`src/rtl/adc_peak_window.sv`:
```
// ============================================================================
// adc_peak_window
//
// Windowed peak detector for the polyphase ADC sample stream. LANES samples
// arrive per beat; each lane keeps a running maximum (and, when built, a
// running minimum) over win_len valid beats. When a window closes, the lane
// accumulators are snapshotted and reduced through a pipelined pairwise
// comparator tree, and one result is presented with a single-cycle strobe.
//
// Optional feature macro: ADC_PEAK_MIN_EN
//   defined   -> parallel minimum accumulator, snapshot, min-tree and the
//                peak_min output port are built (same latency as max path)
//   undefined -> no minimum logic, no peak_min port
//
// Ports:
//   clk         sample clock
//   rst         asynchronous, active-high reset
//   din         LANES samples, lane m at [(m+1)*W-1 : m*W], lane 0 earliest
//   din_valid   beat qualifier
//   win_len     beats per window (0 behaves as 1), latched at window start
//   clear       synchronous abort of the current partial window
//   peak_max    window maximum, held until the next result
//   peak_min    window minimum (ADC_PEAK_MIN_EN only)
//   sat_flag    window contained at least one full-scale code
//   peak_valid  one-cycle pulse when new results are presented
//
// Latency: closing beat on din at cycle t -> peak_valid at t+3+log2(LANES).
// ============================================================================
module adc_peak_window #(
   parameter int unsigned ADC_DATA_WIDTH = 8,
   parameter int unsigned LANES          = 8,
   parameter int unsigned WIN_CNT_WIDTH  = 24,
   parameter bit          SIGNED         = 1'b0
) (
   input  logic                             clk,
   input  logic                             rst,
   input  logic [ADC_DATA_WIDTH*LANES-1:0]  din,
   input  logic                             din_valid,
   input  logic [WIN_CNT_WIDTH-1:0]         win_len,
   input  logic                             clear,
   output logic [ADC_DATA_WIDTH-1:0]        peak_max,
`ifdef ADC_PEAK_MIN_EN
   output logic [ADC_DATA_WIDTH-1:0]        peak_min,
`endif
   output logic                             sat_flag,
   output logic                             peak_valid
);

   localparam int unsigned W   = ADC_DATA_WIDTH;
   localparam int unsigned LVL = $clog2(LANES);

   typedef enum logic {EMPTY, ACCUM} state_t;

   // a > b under the configured number representation
   function automatic logic gt(input logic [W-1:0] a, input logic [W-1:0] b);
      if (SIGNED) return $signed(a) > $signed(b);
      return a > b;
   endfunction

   function automatic logic full_scale(input logic [W-1:0] x);
      if (SIGNED) return (x == {1'b0, {(W-1){1'b1}}}) || (x == {1'b1, {(W-1){1'b0}}});
      return (x == '1) || (x == '0);
   endfunction

   // ------------------------------------------------------------------------
   // Stage 0: input register. clear and win_len travel with the data so that
   // a beat and a clear presented together are seen together by the FSM.
   // ------------------------------------------------------------------------
   logic [W*LANES-1:0]       din_q;
   logic                     din_vld_q;
   logic                     clear_q;
   logic [WIN_CNT_WIDTH-1:0] win_len_q;

   always_ff @(posedge clk or posedge rst) begin
      if (rst) begin
         din_q     <= '0;
         din_vld_q <= 1'b0;
         clear_q   <= 1'b0;
         win_len_q <= '0;
      end else begin
         din_q     <= din;
         din_vld_q <= din_valid;
         clear_q   <= clear;
         win_len_q <= win_len;
      end
   end

   logic [W-1:0] lane_smp [LANES];

   always_comb begin
      for (int unsigned m = 0; m < LANES; m++) begin
         lane_smp[m] = din_q[m*W +: W];
      end
   end

   // ------------------------------------------------------------------------
   // Window FSM, lane accumulators and snapshot
   // ------------------------------------------------------------------------
   state_t                   state_q, state_d;
   logic [WIN_CNT_WIDTH-1:0] beat_cnt_q, beat_cnt_d;
   logic [WIN_CNT_WIDTH-1:0] len_q, len_d;
   logic [W-1:0]             acc_max_q [LANES];
   logic [W-1:0]             acc_max_d [LANES];
   logic                     acc_sat_q, acc_sat_d;
   logic [W-1:0]             snap_max_q [LANES];
   logic [W-1:0]             snap_max_d [LANES];
   logic                     snap_sat_q, snap_sat_d;
   logic                     snap_vld_q, snap_vld_d;

   logic                     win_first;
   logic [WIN_CNT_WIDTH-1:0] len_eff;
   logic [WIN_CNT_WIDTH-1:0] cnt_inc;
   logic [W-1:0]             lane_max_nxt [LANES];
   logic                     sat_beat;
   logic                     sat_nxt;

`ifdef ADC_PEAK_MIN_EN
   logic [W-1:0]             acc_min_q [LANES];
   logic [W-1:0]             acc_min_d [LANES];
   logic [W-1:0]             snap_min_q [LANES];
   logic [W-1:0]             snap_min_d [LANES];
   logic [W-1:0]             lane_min_nxt [LANES];
`endif

   always_comb begin
      state_d    = state_q;
      beat_cnt_d = beat_cnt_q;
      len_d      = len_q;
      acc_max_d  = acc_max_q;
      acc_sat_d  = acc_sat_q;
      snap_max_d = snap_max_q;
      snap_sat_d = snap_sat_q;
      snap_vld_d = 1'b0;
`ifdef ADC_PEAK_MIN_EN
      acc_min_d  = acc_min_q;
      snap_min_d = snap_min_q;
`endif

      win_first = (state_q == EMPTY);
      len_eff   = win_first ? ((win_len_q == '0) ? WIN_CNT_WIDTH'(1) : win_len_q) : len_q;
      cnt_inc   = win_first ? WIN_CNT_WIDTH'(1) : beat_cnt_q + WIN_CNT_WIDTH'(1);

      // The first beat of a window loads the accumulators directly; later
      // beats fold into them. Computed every cycle so the snapshot can take
      // the closing beat without an extra stage.
      sat_beat = 1'b0;
      for (int unsigned m = 0; m < LANES; m++) begin
         lane_max_nxt[m] = (win_first || gt(lane_smp[m], acc_max_q[m])) ? lane_smp[m] : acc_max_q[m];
`ifdef ADC_PEAK_MIN_EN
         lane_min_nxt[m] = (win_first || gt(acc_min_q[m], lane_smp[m])) ? lane_smp[m] : acc_min_q[m];
`endif
         sat_beat = sat_beat | full_scale(lane_smp[m]);
      end
      sat_nxt = sat_beat | (~win_first & acc_sat_q);

      if (clear_q) begin
         // The beat registered alongside clear is dropped with the window.
         state_d    = EMPTY;
         beat_cnt_d = '0;
      end else if (din_vld_q) begin
         acc_max_d = lane_max_nxt;
         acc_sat_d = sat_nxt;
`ifdef ADC_PEAK_MIN_EN
         acc_min_d = lane_min_nxt;
`endif
         len_d     = len_eff;
         if (cnt_inc == len_eff) begin
            snap_max_d = lane_max_nxt;
            snap_sat_d = sat_nxt;
`ifdef ADC_PEAK_MIN_EN
            snap_min_d = lane_min_nxt;
`endif
            snap_vld_d = 1'b1;
            state_d    = EMPTY;
            beat_cnt_d = '0;
         end else begin
            state_d    = ACCUM;
            beat_cnt_d = cnt_inc;
         end
      end
   end

   always_ff @(posedge clk or posedge rst) begin
      if (rst) begin
         state_q    <= EMPTY;
         beat_cnt_q <= '0;
         len_q      <= '0;
         acc_max_q  <= '{default: '0};
         acc_sat_q  <= 1'b0;
         snap_max_q <= '{default: '0};
         snap_sat_q <= 1'b0;
         snap_vld_q <= 1'b0;
`ifdef ADC_PEAK_MIN_EN
         acc_min_q  <= '{default: '0};
         snap_min_q <= '{default: '0};
`endif
      end else begin
         state_q    <= state_d;
         beat_cnt_q <= beat_cnt_d;
         len_q      <= len_d;
         acc_max_q  <= acc_max_d;
         acc_sat_q  <= acc_sat_d;
         snap_max_q <= snap_max_d;
         snap_sat_q <= snap_sat_d;
         snap_vld_q <= snap_vld_d;
`ifdef ADC_PEAK_MIN_EN
         acc_min_q  <= acc_min_d;
         snap_min_q <= snap_min_d;
`endif
      end
   end

   // ------------------------------------------------------------------------
   // Comparator tree, heap-indexed: node n reduces children 2n (even lane
   // side) and 2n+1; leaves LANES..2*LANES-1 are the snapshot lanes. Every
   // internal node is a register, so each depth is one pipeline stage and
   // the root (node 1) is valid LVL cycles after the snapshot.
   // ------------------------------------------------------------------------
   logic [W-1:0]   node_max_q [1:LANES-1];
   logic [W-1:0]   node_max_d [1:LANES-1];
   logic [W-1:0]   all_max    [1:2*LANES-1];
   logic [LVL-1:0] tree_vld_q, tree_vld_d;
   logic [LVL-1:0] tree_sat_q, tree_sat_d;

`ifdef ADC_PEAK_MIN_EN
   logic [W-1:0]   node_min_q [1:LANES-1];
   logic [W-1:0]   node_min_d [1:LANES-1];
   logic [W-1:0]   all_min    [1:2*LANES-1];
`endif

   always_comb begin
      for (int unsigned n = 1; n < LANES; n++) begin
         all_max[n] = node_max_q[n];
`ifdef ADC_PEAK_MIN_EN
         all_min[n] = node_min_q[n];
`endif
      end
      for (int unsigned m = 0; m < LANES; m++) begin
         all_max[LANES+m] = snap_max_q[m];
`ifdef ADC_PEAK_MIN_EN
         all_min[LANES+m] = snap_min_q[m];
`endif
      end
      // Odd child wins only when strictly better, so ties keep the even lane.
      for (int unsigned n = 1; n < LANES; n++) begin
         node_max_d[n] = gt(all_max[2*n+1], all_max[2*n]) ? all_max[2*n+1] : all_max[2*n];
`ifdef ADC_PEAK_MIN_EN
         node_min_d[n] = gt(all_min[2*n], all_min[2*n+1]) ? all_min[2*n+1] : all_min[2*n];
`endif
      end
      tree_vld_d = LVL'({tree_vld_q, snap_vld_q});
      tree_sat_d = LVL'({tree_sat_q, snap_sat_q});
   end

   always_ff @(posedge clk or posedge rst) begin
      if (rst) begin
         node_max_q <= '{default: '0};
         tree_vld_q <= '0;
         tree_sat_q <= '0;
`ifdef ADC_PEAK_MIN_EN
         node_min_q <= '{default: '0};
`endif
      end else begin
         node_max_q <= node_max_d;
         tree_vld_q <= tree_vld_d;
         tree_sat_q <= tree_sat_d;
`ifdef ADC_PEAK_MIN_EN
         node_min_q <= node_min_d;
`endif
      end
   end

   // ------------------------------------------------------------------------
   // Output register: results load only with the root valid and hold after.
   // ------------------------------------------------------------------------
   logic [W-1:0] peak_max_q, peak_max_d;
   logic         sat_flag_q, sat_flag_d;
   logic         peak_valid_q, peak_valid_d;
`ifdef ADC_PEAK_MIN_EN
   logic [W-1:0] peak_min_q, peak_min_d;
`endif

   always_comb begin
      peak_max_d   = peak_max_q;
      sat_flag_d   = sat_flag_q;
      peak_valid_d = tree_vld_q[LVL-1];
`ifdef ADC_PEAK_MIN_EN
      peak_min_d   = peak_min_q;
`endif
      if (tree_vld_q[LVL-1]) begin
         peak_max_d = node_max_q[1];
         sat_flag_d = tree_sat_q[LVL-1];
`ifdef ADC_PEAK_MIN_EN
         peak_min_d = node_min_q[1];
`endif
      end
   end

   always_ff @(posedge clk or posedge rst) begin
      if (rst) begin
         peak_max_q   <= '0;
         sat_flag_q   <= 1'b0;
         peak_valid_q <= 1'b0;
`ifdef ADC_PEAK_MIN_EN
         peak_min_q   <= '0;
`endif
      end else begin
         peak_max_q   <= peak_max_d;
         sat_flag_q   <= sat_flag_d;
         peak_valid_q <= peak_valid_d;
`ifdef ADC_PEAK_MIN_EN
         peak_min_q   <= peak_min_d;
`endif
      end
   end

   assign peak_max   = peak_max_q;
   assign sat_flag   = sat_flag_q;
   assign peak_valid = peak_valid_q;
`ifdef ADC_PEAK_MIN_EN
   assign peak_min   = peak_min_q;
`endif

endmodule

```
`config.mk`:
```
export PLATFORM = sky130hd
export DESIGN_NAME = adc_peak_window
export DESIGN_NICKNAME = d
export VERILOG_FILES = /design/src/rtl/adc_peak_window.sv
export SDC_FILE = /design/constraint.sdc
export NUM_CORES = 1
export LEC_CHECK = 0
export CAP_MARGIN = 40
export CORE_AREA = 8 8 226 228
export DETAILED_ROUTE_END_ITERATION = 10
export DIE_AREA = 0 0 234 236
export GPL_ROUTABILITY_DRIVEN = 0
export PLACE_DENSITY = 0.59
export SYNTH_ARGS = -nofsm -noshare
export SYNTH_HDL_FRONTEND = slang
export SYNTH_SLANG_ARGS = --single-unit
```
`constraint.sdc`:
```
create_clock -name clk -period 15.9 [get_ports clk]
set_clock_uncertainty 0.05 [all_clocks]
set_input_delay 2.385 -clock clk [delete_from_list [all_inputs] [get_ports clk]]
set_output_delay 2.385 -clock clk [all_outputs]
set_load 0.01 [all_outputs]
```
## Yosys cells after proc, flatten, opt, wreduce, memory -nomap -nowiden

Cells that the tools add are included.

| storage, ports and cells | value |
|---|---|
| bits in read-only memories | 0 |
| word-level logic and storage cells | 129 |
| memory bits (writable) | 0 |
| flip-flop bits (word level) | 342 |
| output and inout port bits | 10 |
| memories | 0 |
| bits in latches | 0 |
| input bits | 92 |

| operators by class | value |
|---|---|
| multiply operators | 0 |
| reduce and logical (&&, ||, !) cells | 28 |
| bitwise gates (word level) | 11 |
| eq/ne operators | 9 |
| add/subtract/negate cells | 1 |
| div/mod/pow operators | 0 |
| order comparisons | 15 |
| shifts and indexed selects | 0 |
| mux-type cells | 27 |

Operators with widths:

| kind | number |
|---|---|
| 2-to-1 mux 24 bit | 6 |
| > comparator 8 bit | 15 |
| 2-to-1 mux 8 bit | 15 |
| == test 8 bit (second input constant) | 8 |
| zero test 8 bit | 8 |
| adder 24 x 1 -> 24 bit (second input constant) | 1 |
| == test 24 bit | 1 |
| zero test 24 bit | 1 |
| logical OR 1 bit | 16 |
| OR 1 bit | 8 |
| 2-to-1 mux 1 bit | 6 |
| AND reduction 3 bit | 1 |
| inverter 1 bit | 2 |
| AND reduction 2 bit | 1 |
| nonzero test 2 bit | 1 |
| bitwise AND 1 bit | 1 |

## Depth between registers and ports, before layout

Gate-level depths: netlist of run 1.

| logic depth | value |
|---|---|
| depth after elaboration | 10 |
| depth in mapped cells | 13 |

## Least setup slack after synthesis of run 1

OpenSTA, ideal clock, no wires.

| timing | value |
|---|---|
| path kind | register to register |
| start point | reg beat_cnt_q[7] |
| end point | reg beat_cnt_q[13] |
| cell stages (with the launch flop) | 13 |
| path buffers | 3 |
| setup slack | 12.897 ns |
| required time | 15.732 ns |
| arrival | 2.834 ns |
| cells stage by stage | dfrtp_1 clkbuf_2 nand4_2 nor4_2 nand2_1 xnor2_1 a2111oi_0 o211ai_2 o211ai_2 buf_4 buf_4 nor3_1 a21o_1 |

| between the ends | value |
|---|---|
| word-level cells in the longest chain between the ends | 6 |

RTL lines:

| item | RTL line | source |
|---|---|---|
| from (decl) | 100 | `logic [WIN_CNT_WIDTH-1:0] beat_cnt_q, beat_cnt_d;` |
| from (signal assigned) | 199 | `beat_cnt_q <= beat_cnt_d;` |
| adder 24 x 1 -> 24 bit * | 141 | `cnt_inc = win_first ? WIN_CNT_WIDTH'(1) : beat_cnt_q + WIN_CNT_WIDTH'(1);` |
| 2-to-1 mux 24 bit * | 141 |  |
| == test 24 bit | 167 | `if (cnt_inc == len_eff) begin` |
| 2-to-1 mux 24 bit * | 167 |  |
| 2-to-1 mux 24 bit * | 160 | `end else if (din_vld_q) begin` |
| 2-to-1 mux 24 bit * | 156 | `if (clear_q) begin` |

Every way passes the cells marked *; elsewhere a longest branch is shown, timed or not. The select of a mux whose other input is x is not followed.
A chain may end at the register's enable or synchronous reset.

## Worst setup path after layout of run 1

| timing | value |
|---|---|
| start point | reg beat_cnt_q[2] |
| end point | reg snap_max_q (netlist bit all_max[21]) |

| between the ends | value |
|---|---|
| word-level cells in the longest chain between the ends | 4 |

RTL lines:

| item | RTL line | source |
|---|---|---|
| adder 24 x 1 -> 24 bit | 141 |  |
| 2-to-1 mux 24 bit | 141 |  |
| == test 24 bit | 167 |  |
| AND reduction 3 bit (no source line) | -- |  |
| to (signal assigned) | 203 | `snap_max_q <= snap_max_d;` |
| to (decl) | 105 | `logic [W-1:0] snap_max_q [LANES];` |

No other way between the ends.

==> results of run 1 <==
area by class of cell:
type	count	share of cell area
clock buffer	48	0.0539
clock inverter	18	0.0140
inverter	126	0.0247
multi-input combinational	1003	0.366
sequential	342	0.440
tap	615	0.0396
timing repair buffer	119	0.0616
cell usage after synthesis, drive strengths merged (2+ instances only):
master   count
o21ai      107
xnor2       19
or3          4
o22ai        3
nand4       37
clkbuf      30
nor3b        2
a41oi        2
nand3       40
a211oi       3
nor4        27
xor2        15
a21oi      119
or2          3
nor2b       17
nand2       89
a31oi        2
a21boi       3
nand2b      14
dfrtp      342
o211ai       6
mux2        90
mux2i       50
buf         25
and4         3
o31a         5
and3        17
o2bb2ai      2
inv        126
nor2       110
a211o       11
or4          3
and2         4
o21a        12
ha         121
a21o        27
nor3        23
logic make-up (layout without fill, tap and decap cells):
family | count (synthesis) | after routing | synth area share
simple gates | 394 | 394 | 0.117
flops | 342 | 342 | 0.522
compound gates | 314 | 314 | 0.112
buf+inv | 181 | 311 | 0.0449
mux | 140 | 140 | 0.0924
fa+ha+maj | 121 | 121 | 0.0924
xor+xnor | 34 | 34 | 0.0182
layer usage:
metal  part of all wire  vias to the layer above  global-route usage  routed length, um
met5                  0                        -                   0                  0
met4              0.033                        0              0.0473               1180
met3              0.036                       71              0.0242               1280
met2               0.48                      151               0.218              17200
met1               0.45                     5478               0.169              16200
li1                   -                     5553                   -                  -
per-stage QoR:
stage          worst slack [ps]  power, uW  hold WS, ps  cell area (um2)  std cells
5_1_grt                   11040       2260          297            19400       2271
6_report                  11590       2160          293            19400       2271
3_3_place_gp              11390       1250          283            18000       2200
4_1_cts                   11570       2190          288            19400       2270
2_1_floorplan              3980       1170          281            16400       1526
3_5_place_dp              11490       1260          286            18100       2204
layout by cell type, fill, tap and decap left out, types with 4 or more instances in the layout:
master / count
sky130_fd_sc_hd__dfrtp_1: 342
sky130_fd_sc_hd__and3_1: 17
sky130_fd_sc_hd__clkdlybuf4s50_1: 101
sky130_fd_sc_hd__nand2_1: 89
sky130_fd_sc_hd__a211o_1: 11
sky130_fd_sc_hd__a21o_1: 27
sky130_fd_sc_hd__o31a_1: 5
sky130_fd_sc_hd__o21ai_1: 9
sky130_fd_sc_hd__or3_1: 4
sky130_fd_sc_hd__ha_1: 121
sky130_fd_sc_hd__clkbuf_16: 37
sky130_fd_sc_hd__mux2_2: 90
sky130_fd_sc_hd__o21ai_0: 98
sky130_fd_sc_hd__bufinv_16: 6
sky130_fd_sc_hd__xor2_1: 15
sky130_fd_sc_hd__mux2i_1: 50
sky130_fd_sc_hd__nor2b_1: 16
sky130_fd_sc_hd__nor2_1: 109
sky130_fd_sc_hd__nand4_1: 36
sky130_fd_sc_hd__xnor2_1: 19
sky130_fd_sc_hd__o21a_1: 12
sky130_fd_sc_hd__o211ai_1: 4
sky130_fd_sc_hd__nand3_1: 40
sky130_fd_sc_hd__clkinv_2: 7
sky130_fd_sc_hd__nand2b_1: 14
sky130_fd_sc_hd__clkbuf_8: 8
sky130_fd_sc_hd__buf_4: 14
sky130_fd_sc_hd__nor4_1: 26
sky130_fd_sc_hd__nor3_1: 22
sky130_fd_sc_hd__a21oi_1: 119
sky130_fd_sc_hd__inv_1: 125
critical path, stage by stage (launching register included):
cell and delay (ps):
sky130_fd_sc_hd__dfrtp_1 470, sky130_fd_sc_hd__nand4_1 290, sky130_fd_sc_hd__nor4_2 650, sky130_fd_sc_hd__nand2_1 220
sky130_fd_sc_hd__xnor2_1 180, sky130_fd_sc_hd__a2111oi_0 510, sky130_fd_sc_hd__o211ai_2 280, sky130_fd_sc_hd__nor3_4 170
sky130_fd_sc_hd__buf_4 350, sky130_fd_sc_hd__buf_4 740, sky130_fd_sc_hd__nor2_1 110, sky130_fd_sc_hd__a21oi_1 140
sequential cells by signal, indices dropped and copies added, names as in the netlist:
name and flops:
acc_sat_q 1, din_vld_q 1, sat_flag 1, tree_vld_q 3, win_len_q 24, beat_cnt_q 24
all_max 120, tree_sat_q 3, acc_max_q 64, state_q 1, peak_max 8, peak_valid 1
din_q 64, snap_sat_q 1, snap_vld_q 1, len_q 24, clear_q 1
how the worst max path moves through the flow:
stage                    endpoint  depth (start not counted)
CTS                   all_max[57]                         11
finish                all_max[21]                         11
detailed placement  acc_max_q[28]                          3
floorplan            acc_max_q[0]                          1
global placement        din_q[59]                          3
global route          all_max[22]                         11
report_power, final:
part / switching [uW] / leakage (uW) / internal, uW / total [uW]
Clock: 351 / 0.000648 / 565 / 916
Combinational: 137 / 0.00393 / 130 / 267
Sequential: 46.0 / 0.00439 / 929 / 975
Total: 534 / 0.00897 / 1620 / 2160
==> Flow_metrics.wiki, run 1 <==
{| class="wikitable"
! Metric !! Value
|-
| Total via count in the routed design || 11300
|-
| Type of the tightest min-delay check || reg -> reg
|-
| Post-CTS clock slew at the launch and capture registers of the worst setup and hold paths || 60 ps
|-
| Fraction of layout instances using a drive strength above 1 || 0.111
|-
| CP Launch Point || beat_cnt_q[2]
|-
| Post-layout util || 0.410
|-
| Classification of the worst setup path || reg -> reg
|-
| Chip height || about 240 um
|-
| Fraction of synthesized cell area taken by the top area cell type || 0.522
|-
| Max Cap Viol || 0
|-
| CTS H-tree depth || 2
|-
| Data arrival, critical path || 4720 ps
|-
| Startpoint of the worst hold path || snap_vld_q
|-
| Post-synthesis sequential area ratio || 0.522
|-
| Number of inserted diodes || 0
|-
| Clock latency on the worst-skew pair || 530 ps
|-
| Number of resized instances in the post-cts repair step || 0
|-
| Maximum number of buffers from clock root to sink || 3
|-
| Number of fillers in the final layout || 4498
|-
| Wire length of the first global-routing pass || between 50000 and 60000 um
|-
| P_leak || 0.00897 uW
|-
| Buffer cell driving the clock tree root || sky130_fd_sc_hd__clkbuf_16
|-
| Net count, final || 1842
|-
| Area occupied by registers || 0.00856 mm2
|-
| Pre-Repair DR Iteration Count || 4
|-
| Synthesis Warnings || 0
|-
| Slew at the pin with the worst max-slew slack || roughly 890 ps
|-
| Total clock buffers created by CTS || 37
|-
| Final worst path period share || 0.271
|-
| Number of hold buffers added after cts || 0
|-
| Post-DR vias/cell || 4.96
|-
| Destination of the worst hold path || tree_vld_q[0]
|-
| I/O pin count || 102
|-
| Std cell rows || 80
|-
| Maximum operating frequency || 232 MHz
|-
| Mapped Area || 0.0164 mm2
|-
| Unrepaired setup endpoints after global routing || false
|-
| PD cells || between 100 and 150 mW/mm2
|-
| Minimum setup slack among reg-to-reg paths || around 12000 ps
|-
| Number of antenna violations at the first check in global routing || 0
|-
| Cell count after synthesis || between 1500 and 2000
|-
| Count of buffers inserted at the top-level ports || 101
|-
| Worst-case vdd ir drop || 62.4 uV
|-
| Clock tree from TritonCTS || yes
|-
| Source of the worst register-to-register timing path || beat_cnt_q[2]
|-
| Count of flip-flops with a built-in enable after synthesis || 0
|-
| Number of global-route vias before repair || 11500
|-
| Result of the run || complete, no violations
|-
| Cell types occupying the most area after synthesis || sky130_fd_sc_hd__dfrtp_1 52%, sky130_fd_sc_hd__ha_1 9.2%, sky130_fd_sc_hd__mux2_2 6.2%, sky130_fd_sc_hd__a21oi_1 3.6%, sky130_fd_sc_hd__mux2i_1 3.1%
|-
| Net Count, Synth || 1739
|-
| Async set-or-reset flop fraction in the synthesized netlist || 1.00
|-
| Detail Route Antenna Nets || 0
|-
| Number of DRC markers after the initial detailed-route iteration || 576
|-
| Synth Area per Inst || 10.7 um2
|-
| Final HPWL from detailed placement || 26100 um
|-
| Top_reg_cell synth || sky130_fd_sc_hd__dfrtp_1
|-
| Setup Fix Bufs, Post-CTS || 0
|-
| X dimension of the die || 234 um
|-
| Number of failing setup endpoints in the final timing report || 0
|-
| Startpoint Class || flop
|-
| Placeable core region || 0.0473 mm2
|-
| Sum of routed wire length over all layers || 35800 um
|-
| Area overhead of the layout relative to synthesis || 18.6%
|-
| Library cell with the largest summed area after synthesis || sky130_fd_sc_hd__dfrtp_1
|-
| Reg2Reg Depth || 11
|-
| Pin count of the biggest net entering global routing || 164
|-
| Final Critical Period || 4310 ps
|-
| Clock Sinks || 342
|-
| Effective utilization at floorplan || 0.346
|-
| Sum of negative setup slack || 0 ps
|-
| Peak fanout along the critical path || 98
|-
| Critical register-to-register path endpoint || all_max[21]
|-
| Total track usage || 0.131
|-
| Number of max-slew violations in the final report || 0
|-
| Headroom to the max-slew limit || 0.404
|-
| Hold path depth || 0
|-
| Data required time of the worst path || 16310 ps
|-
| Final Hold Fails || 0
|-
| Post-route DRC || 0
|-
| #FFs+latches synth || 342
|-
| Die outline area || 0.0552 mm2
|-
| Category of the worst setup path capture point || flop
|-
| Routed wire per std cell || 15.8 um
|-
| Number of distinct library cell variants in the gate-level netlist after synthesis || 60
|-
| Overflow left after global routing || 0
|-
| Total area of multi-input combinational cells || 0.00711 mm2
|}
Note: power is estimated with default switching activity, not from simulation.
==> run 2: changes to the inputs <==
--- a/config.mk
+++ b/config.mk
@@ -10,7 +10,7 @@
 export DETAILED_ROUTE_END_ITERATION = 10
 export DIE_AREA = 0 0 234 236
 export GPL_ROUTABILITY_DRIVEN = 0
-export PLACE_DENSITY = 0.59
+export PLACE_DENSITY = 0.61
 export SYNTH_ARGS = -nofsm -noshare
 export SYNTH_HDL_FRONTEND = slang
 export SYNTH_SLANG_ARGS = --single-unit
==> constraint.sdc (replaced) <==
create_clock -name clk -period 3.9 [get_ports clk]
set_clock_uncertainty 0.05 [all_clocks]
set_input_delay 0.585 -clock clk [delete_from_list [all_inputs] [get_ports clk]]
set_output_delay 0.585 -clock clk [all_outputs]
set_load 0.01 [all_outputs]
==> Flow_metrics.wiki, run 2 (synthesis results as in run 1) <==
{| class="wikitable"
! Metric !! Value
|-
| Post-DR vias/cell || 4.99
|-
| Slowest CP cell || sky130_fd_sc_hd__dfrtp_1
|-
| Pin count of the biggest net entering global routing || 91
|-
| Worst-case vdd ir drop || ~310 uV
|-
| CP Launch Point || beat_cnt_q[0]
|-
| Unrepaired setup endpoints after global routing || false
|-
| Reg2Reg Depth || 11
|-
| Worst Path Buf+Inv || 1
|-
| Peak fanout along the critical path || 26
|-
| Cell class contributing the biggest share of worst-path delay || compound AO/OA/AOI/OAI gates
|-
| Max Cap Viol || 0
|-
| Maximum operating frequency || 292 MHz
|-
| Startpoint of the worst hold path || tree_vld_q[0]
|-
| Fraction of layout instances using a drive strength above 1 || 0.114
|-
| Post-route DRC || 0
|-
| Std cell rows || 80
|-
| Headroom to the max-slew limit || 0.436
|-
| Die outline area || 0.0552 mm2
|-
| Total clock buffers created by CTS || 38
|-
| Count of buffers inserted at the top-level ports || 101
|-
| Classification of the worst setup path || reg -> reg
|-
| Total number of cells along the worst setup path || 11
|-
| Data arrival, critical path || 3810 ps
|-
| Commonest non-fill, non-tap cell in the layout || sky130_fd_sc_hd__dfrtp_1
|-
| Startpoint Class || flop
|-
| Minimum setup slack among reg-to-reg paths || 470 ps
|-
| Total via count in the routed design || 11400
|-
| Final Hold Fails || 0
|-
| Pre-Repair DR Iteration Count || 5
|-
| I/O pin count || approximately 100
|-
| Share of power burned in combinational logic || 0.125
|-
| Placeable core region || 0.0473 mm2
|-
| Hold path depth || 0
|-
| Net count, final || 1853
|-
| Number of fillers in the final layout || roughly 4500
|-
| Setup Fix Bufs, Post-CTS || 0
|-
| Most frequent cells in the layout || 342 x sky130_fd_sc_hd__dfrtp_1, 125 x sky130_fd_sc_hd__inv_1, 121 x sky130_fd_sc_hd__ha_1
|-
| Maximum number of buffers from clock root to sink || 3
|-
| Number of flip-flops in the largest register || 120
|-
| Buffer cell driving the clock tree root || sky130_fd_sc_hd__clkbuf_16
|-
| Net switching power || 2140 uW
|-
| Final Critical Period || between 3000 and 4000 ps
|-
| Category of the worst setup path capture point || flop
|-
| Layout Cells excl Fill || 2281
|-
| P_leak || 0.00899 uW
|-
| Post-layout power || about 8700 uW
|-
| Area overhead of the layout relative to synthesis || 19.0%
|-
| Clock tree from TritonCTS || yes
|-
| Post-layout util || 0.412
|-
| Total track usage || 0.133
|-
| Sum of routed wire length over all layers || 36300 um
|-
| Number of hold buffers added after cts || 0
|-
| Clock Sinks || between 300 and 400
|-
| Final HPWL from detailed placement || 26700 um
|-
| Data required time of the worst path || 4280 ps
|-
| Post-CTS clock slew at the launch and capture registers of the worst setup and hold paths || 60 ps
|-
| Result of the run || complete, no violations
|-
| Number of failing setup endpoints in the final timing report || 0
|-
| Source of the worst register-to-register timing path || beat_cnt_q[0]
|-
| CTS H-tree depth || 2
|-
| Detail Route Antenna Nets || 0
|-
| Wire length of the first global-routing pass || 60300 um
|-
| X dimension of the die || 234 um
|-
| Routed wire per std cell || 15.9 um
|-
| Largest stage delay on the critical path || 470 ps
|-
| Number of max-slew violations in the final report || 0
|-
| Design internal power || 6570 uW
|-
| Worst Setup Slack, final || 471 ps
|-
| Clock share of power || 0.418
|-
| Slew at the pin with the worst max-slew slack || 843 ps
|-
| Type of the tightest min-delay check || reg -> reg
|-
| Power share of the sequential group || 0.456
|-
| Instance count after placement with tap cells included || 2215
|-
| Setup Slack @ Placement || 585 ps
|-
| Fraction of power spent switching nets || 0.246
|-
| Final worst path period share || 0.879
|-
| Number of DRC markers after the initial detailed-route iteration || 587
|-
| Number of global-route vias before repair || roughly 12000
|-
| Sum of negative setup slack || 0 ps
|-
| PD cells || roughly 450 mW/mm2
|-
| Chip height || between 200 and 250 um
|-
| Clock latency on the worst-skew pair || ~550 ps
|-
| Number of resized instances in the post-cts repair step || 0
|-
| Number of antenna violations at the first check in global routing || 2
|-
| Cell chain of the critical path || ha_1, and3_1, nand3_1, xnor2_1, o211ai_1, nor4_1, o221ai_1, o211ai_2, buf_4, nor2_1, a211o_1
|-
| Effective utilization at floorplan || 0.346
|-
| Overflow left after global routing || 0
|}
run 2: metrics by stage:
step / area [um2] / hold slack, ps
2_1_floorplan: 16400 / 281
3_3_place_gp: 18200 / 281
3_5_place_dp: 18200 / 285
4_1_cts: 19500 / 299
5_1_grt: 19500 / 307
6_report: 19500 / 297
run 2: path summary, 6_finish.rpt:
kind	to
worst max-delay path	beat_cnt_q[10]
worst min-delay path	tree_vld_q[1]
worst max register to register	beat_cnt_q[10]
worst min register to register	tree_vld_q[1]
max in group asynchronous	din_q[24]
min in group asynchronous	acc_max_q[24]
run 2: area by class of cell:
type | instances | area (um2) | share of cell area
antenna | 1 | 2.50 | 0.000128
clock inverter | 12 | 173 | 0.00886
clock buffer | 53 | 1110 | 0.0569
tap | 615 | 769 | 0.0395
timing repair buffer | 129 | 1300 | 0.0669
inverter | 126 | 477 | 0.0245
multi-input combinational | 1003 | 7100 | 0.364
sequential | 342 | 8560 | 0.439
run 2: power by group through the flow:
stage	Sequential [uW]	Clock, uW	Combinational [uW]
4_1_cts	3980	3760	1110
2_1_floorplan	3980	0	790
3_5_place_dp	4040	0	1100
5_1_grt	4010	3910	1250
3_3_place_gp	4030	0	1070
6_report	3980	3650	1090
run 2: routing by layer:
| layer | track usage | up-vias | wire length, um |
|---|---|---|---|
| met5 | 0 | - | 13 |
| met4 | 0.0504 | 2 | 1110 |
| met3 | 0.0281 | 64 | 1580 |
| met2 | 0.218 | 195 | 17400 |
| met1 | 0.171 | 5516 | 16100 |
| li1 | - | 5598 | - |
run 2: worst reg2reg max path: cells and delay by family (launching register included):
kind | cells | cell delay [ps]
compound gates | 4 | 950
xor+xnor | 1 | 300
fa+ha+maj | 1 | 290
buf+inv | 1 | 300
flops | 1 | 470
simple gates | 4 | 940
==> run 3: changes to the inputs <==
--- a/config.mk
+++ b/config.mk
@@ -6,11 +6,12 @@
 export NUM_CORES = 1
 export LEC_CHECK = 0
 export CAP_MARGIN = 40
-export CORE_AREA = 8 8 226 228
+export CORE_AREA = 2 2 220 222
 export DETAILED_ROUTE_END_ITERATION = 10
-export DIE_AREA = 0 0 234 236
+export DIE_AREA = 0 0 222 224
 export GPL_ROUTABILITY_DRIVEN = 0
 export PLACE_DENSITY = 0.61
+export SKIP_CTS_REPAIR_TIMING = 1
 export SYNTH_ARGS = -nofsm -noshare
 export SYNTH_HDL_FRONTEND = slang
 export SYNTH_SLANG_ARGS = --single-unit
==> Flow_metrics.wiki, run 3 (synthesis results as in run 1) <==
{| class="wikitable"
! Metric !! Value
|-
| I/O pin count || between 100 and 150
|-
| Final worst path period share || 0.863
|-
| Instance count after placement with tap cells included || around 2200
|-
| Number of max-slew violations in the final report || 0
|-
| Number of flip-flops in the largest register || 120
|-
| Headroom to the max-slew limit || 0.431
|-
| Net count, final || 1850
|-
| Type of the tightest min-delay check || reg -> reg
|-
| Worst Setup Slack, final || 532 ps
|-
| Final Hold Fails || 0
|-
| Effective utilization at floorplan || 0.346
|-
| Placement-stage cell area || 0.0182 mm2
|-
| Category of the worst setup path capture point || flop
|-
| Largest stage delay on the critical path || 490 ps
|-
| Pin count of the biggest net entering global routing || 88
|-
| Setup Slack @ Placement || 556 ps
|-
| Peak fanout along the critical path || 26
|-
| Maximum number of buffers from clock root to sink || 3
|-
| P_leak || 0.00897 uW
|-
| Maximum operating frequency || 297 MHz
|-
| Classification of the worst setup path || reg -> reg
|-
| Unrepaired setup endpoints after global routing || false
|-
| Post-layout power || 8670 uW
|-
| Most utilized layer in the global route result || met2
|-
| Worst-case vdd ir drop || 324 uV
|-
| Total clock buffers created by CTS || 38
|-
| Slew at the pin with the worst max-slew slack || 851 ps
|-
| Data arrival, critical path || roughly 3800 ps
|-
| Number of DRC markers after the initial detailed-route iteration || roughly 550
|-
| Met2 routing resource usage after global routing || 0.253
|-
| Number of failing setup endpoints in the final timing report || 0
|-
| Std cell rows || 80
|-
| Final Critical Period || ~3400 ps
|-
| Wire length of the first global-routing pass || between 50000 and 60000 um
|-
| Placeable core region || 0.0473 mm2
|-
| Commonest non-fill, non-tap cell in the layout || sky130_fd_sc_hd__dfrtp_1
|-
| Sum of routed wire length over all layers || 35700 um
|-
| Final HPWL from detailed placement || 26200 um
|-
| Cell chain of the critical path || ha_1, nand3_1, or4_1, nor4_1, o211ai_1, nor4_1, o221ai_1, o211ai_2, buf_4, nor2_1, a211o_1
|-
| Layout Cells excl Fill || 2279
|-
| Most repeated library cell on the critical path || sky130_fd_sc_hd__nor4_1
|-
| Max Cap Viol || 0
|-
| X dimension of the die || 222 um
|-
| Die outline area || 0.0497 mm2
|-
| Number of inserted diodes || 0
|-
| Area overhead of the layout relative to synthesis || 18.7%
|-
| CTS H-tree depth || 2
|-
| Layout Cell Area excl Fill || 0.0195 mm2
|-
| Routed wire per std cell || 15.7 um
|-
| Buffer cell driving the clock tree root || sky130_fd_sc_hd__clkbuf_16
|-
| Post-route DRC || 0
|-
| Count of buffers inserted at the top-level ports || 101
|-
| PD cells || 446 mW/mm2
|-
| Total via count in the routed design || 11200
|-
| Clock tree from TritonCTS || yes
|-
| Overflow left after global routing || 0
|-
| Pre-Repair DR Iteration Count || 5
|-
| Fraction of layout instances using a drive strength above 1 || 0.113
|-
| Detail Route Antenna Nets || 0
|-
| Clock latency on the worst-skew pair || 550 ps
|-
| Clock Sinks || 342
|-
| Worst Path Buf+Inv || 1
|-
| Post-CTS clock slew at the launch and capture registers of the worst setup and hold paths || 60 ps
|-
| Sum of negative setup slack || 0 ps
|-
| Number of global-route vias before repair || 11500
|-
| Data required time of the worst path || 4280 ps
|-
| M1 GR Usage || 0.192
|-
| Post-DR vias/cell || 4.93
|-
| Most frequent cells in the layout || 342 x sky130_fd_sc_hd__dfrtp_1, 125 x sky130_fd_sc_hd__inv_1, 121 x sky130_fd_sc_hd__ha_1
|-
| Cell class contributing the biggest share of worst-path delay || simple AND/OR/NAND/NOR gates
|-
| Chip height || ~220 um
|-
| Number of antenna violations at the first check in global routing || 1
|-
| Startpoint Class || flop
|-
| Slowest CP cell || sky130_fd_sc_hd__or4_1
|-
| Result of the run || complete, no violations
|-
| Total track usage || 0.148
|-
| GRT met3 Usage || 0.0258
|}
-- run 3: cell types whose count changed in the layout (fill, tap and decap cells not counted), sizes merged --
cell,before,now
bufinv,4,3
diode,1,0
clkinvlp,3,5
buf,28,25
clkinv,4,8
clkbuf,53,52
inv,127,125
-- run 3: worst paths after layout --
path	startpoint	end	slack, ps	depth (start not counted)
max in group asynchronous	rst	acc_max_q[5]	2400	3
max reg2reg	beat_cnt_q[0]	beat_cnt_q[16]	530	11
min in group asynchronous	rst	acc_max_q[28]	480	2
min	tree_vld_q[0]	tree_vld_q[1]	300	0
min reg2reg	tree_vld_q[0]	tree_vld_q[1]	300	0
max	beat_cnt_q[0]	beat_cnt_q[16]	530	11
-- run 3: area by class of cell --
type                    instances  area (um2)
inverters                     126         477
well taps                     615         769
fillers                      4519       27900
flip-flops and latches        342        8560
clock buffers                  52        1110
multi-input cells            1003        7100
repair buffers                126        1280
clock inverters                15         160
-- run 3: per-stage QoR --
stage          utilization  hold WS [ps]
3_3_place_gp         0.384           286
4_1_cts              0.411           298
5_1_grt              0.411           306
2_1_floorplan            -           281
6_report             0.411           297
3_5_place_dp         0.384           285
-- run 3: layer usage --
metal  up-vias  part of all wire
li1       5589                 -
met1      5427              0.45
met2       160              0.49
met3        61             0.032
met4         0             0.023
met5         -                 0
-- run 3: power by group --
part | total (uW) | switching, uW | internal, uW
Clock | 3610 | 1420 | 2190
Combinational | 1090 | 556 | 534
Sequential | 3970 | 187 | 3790
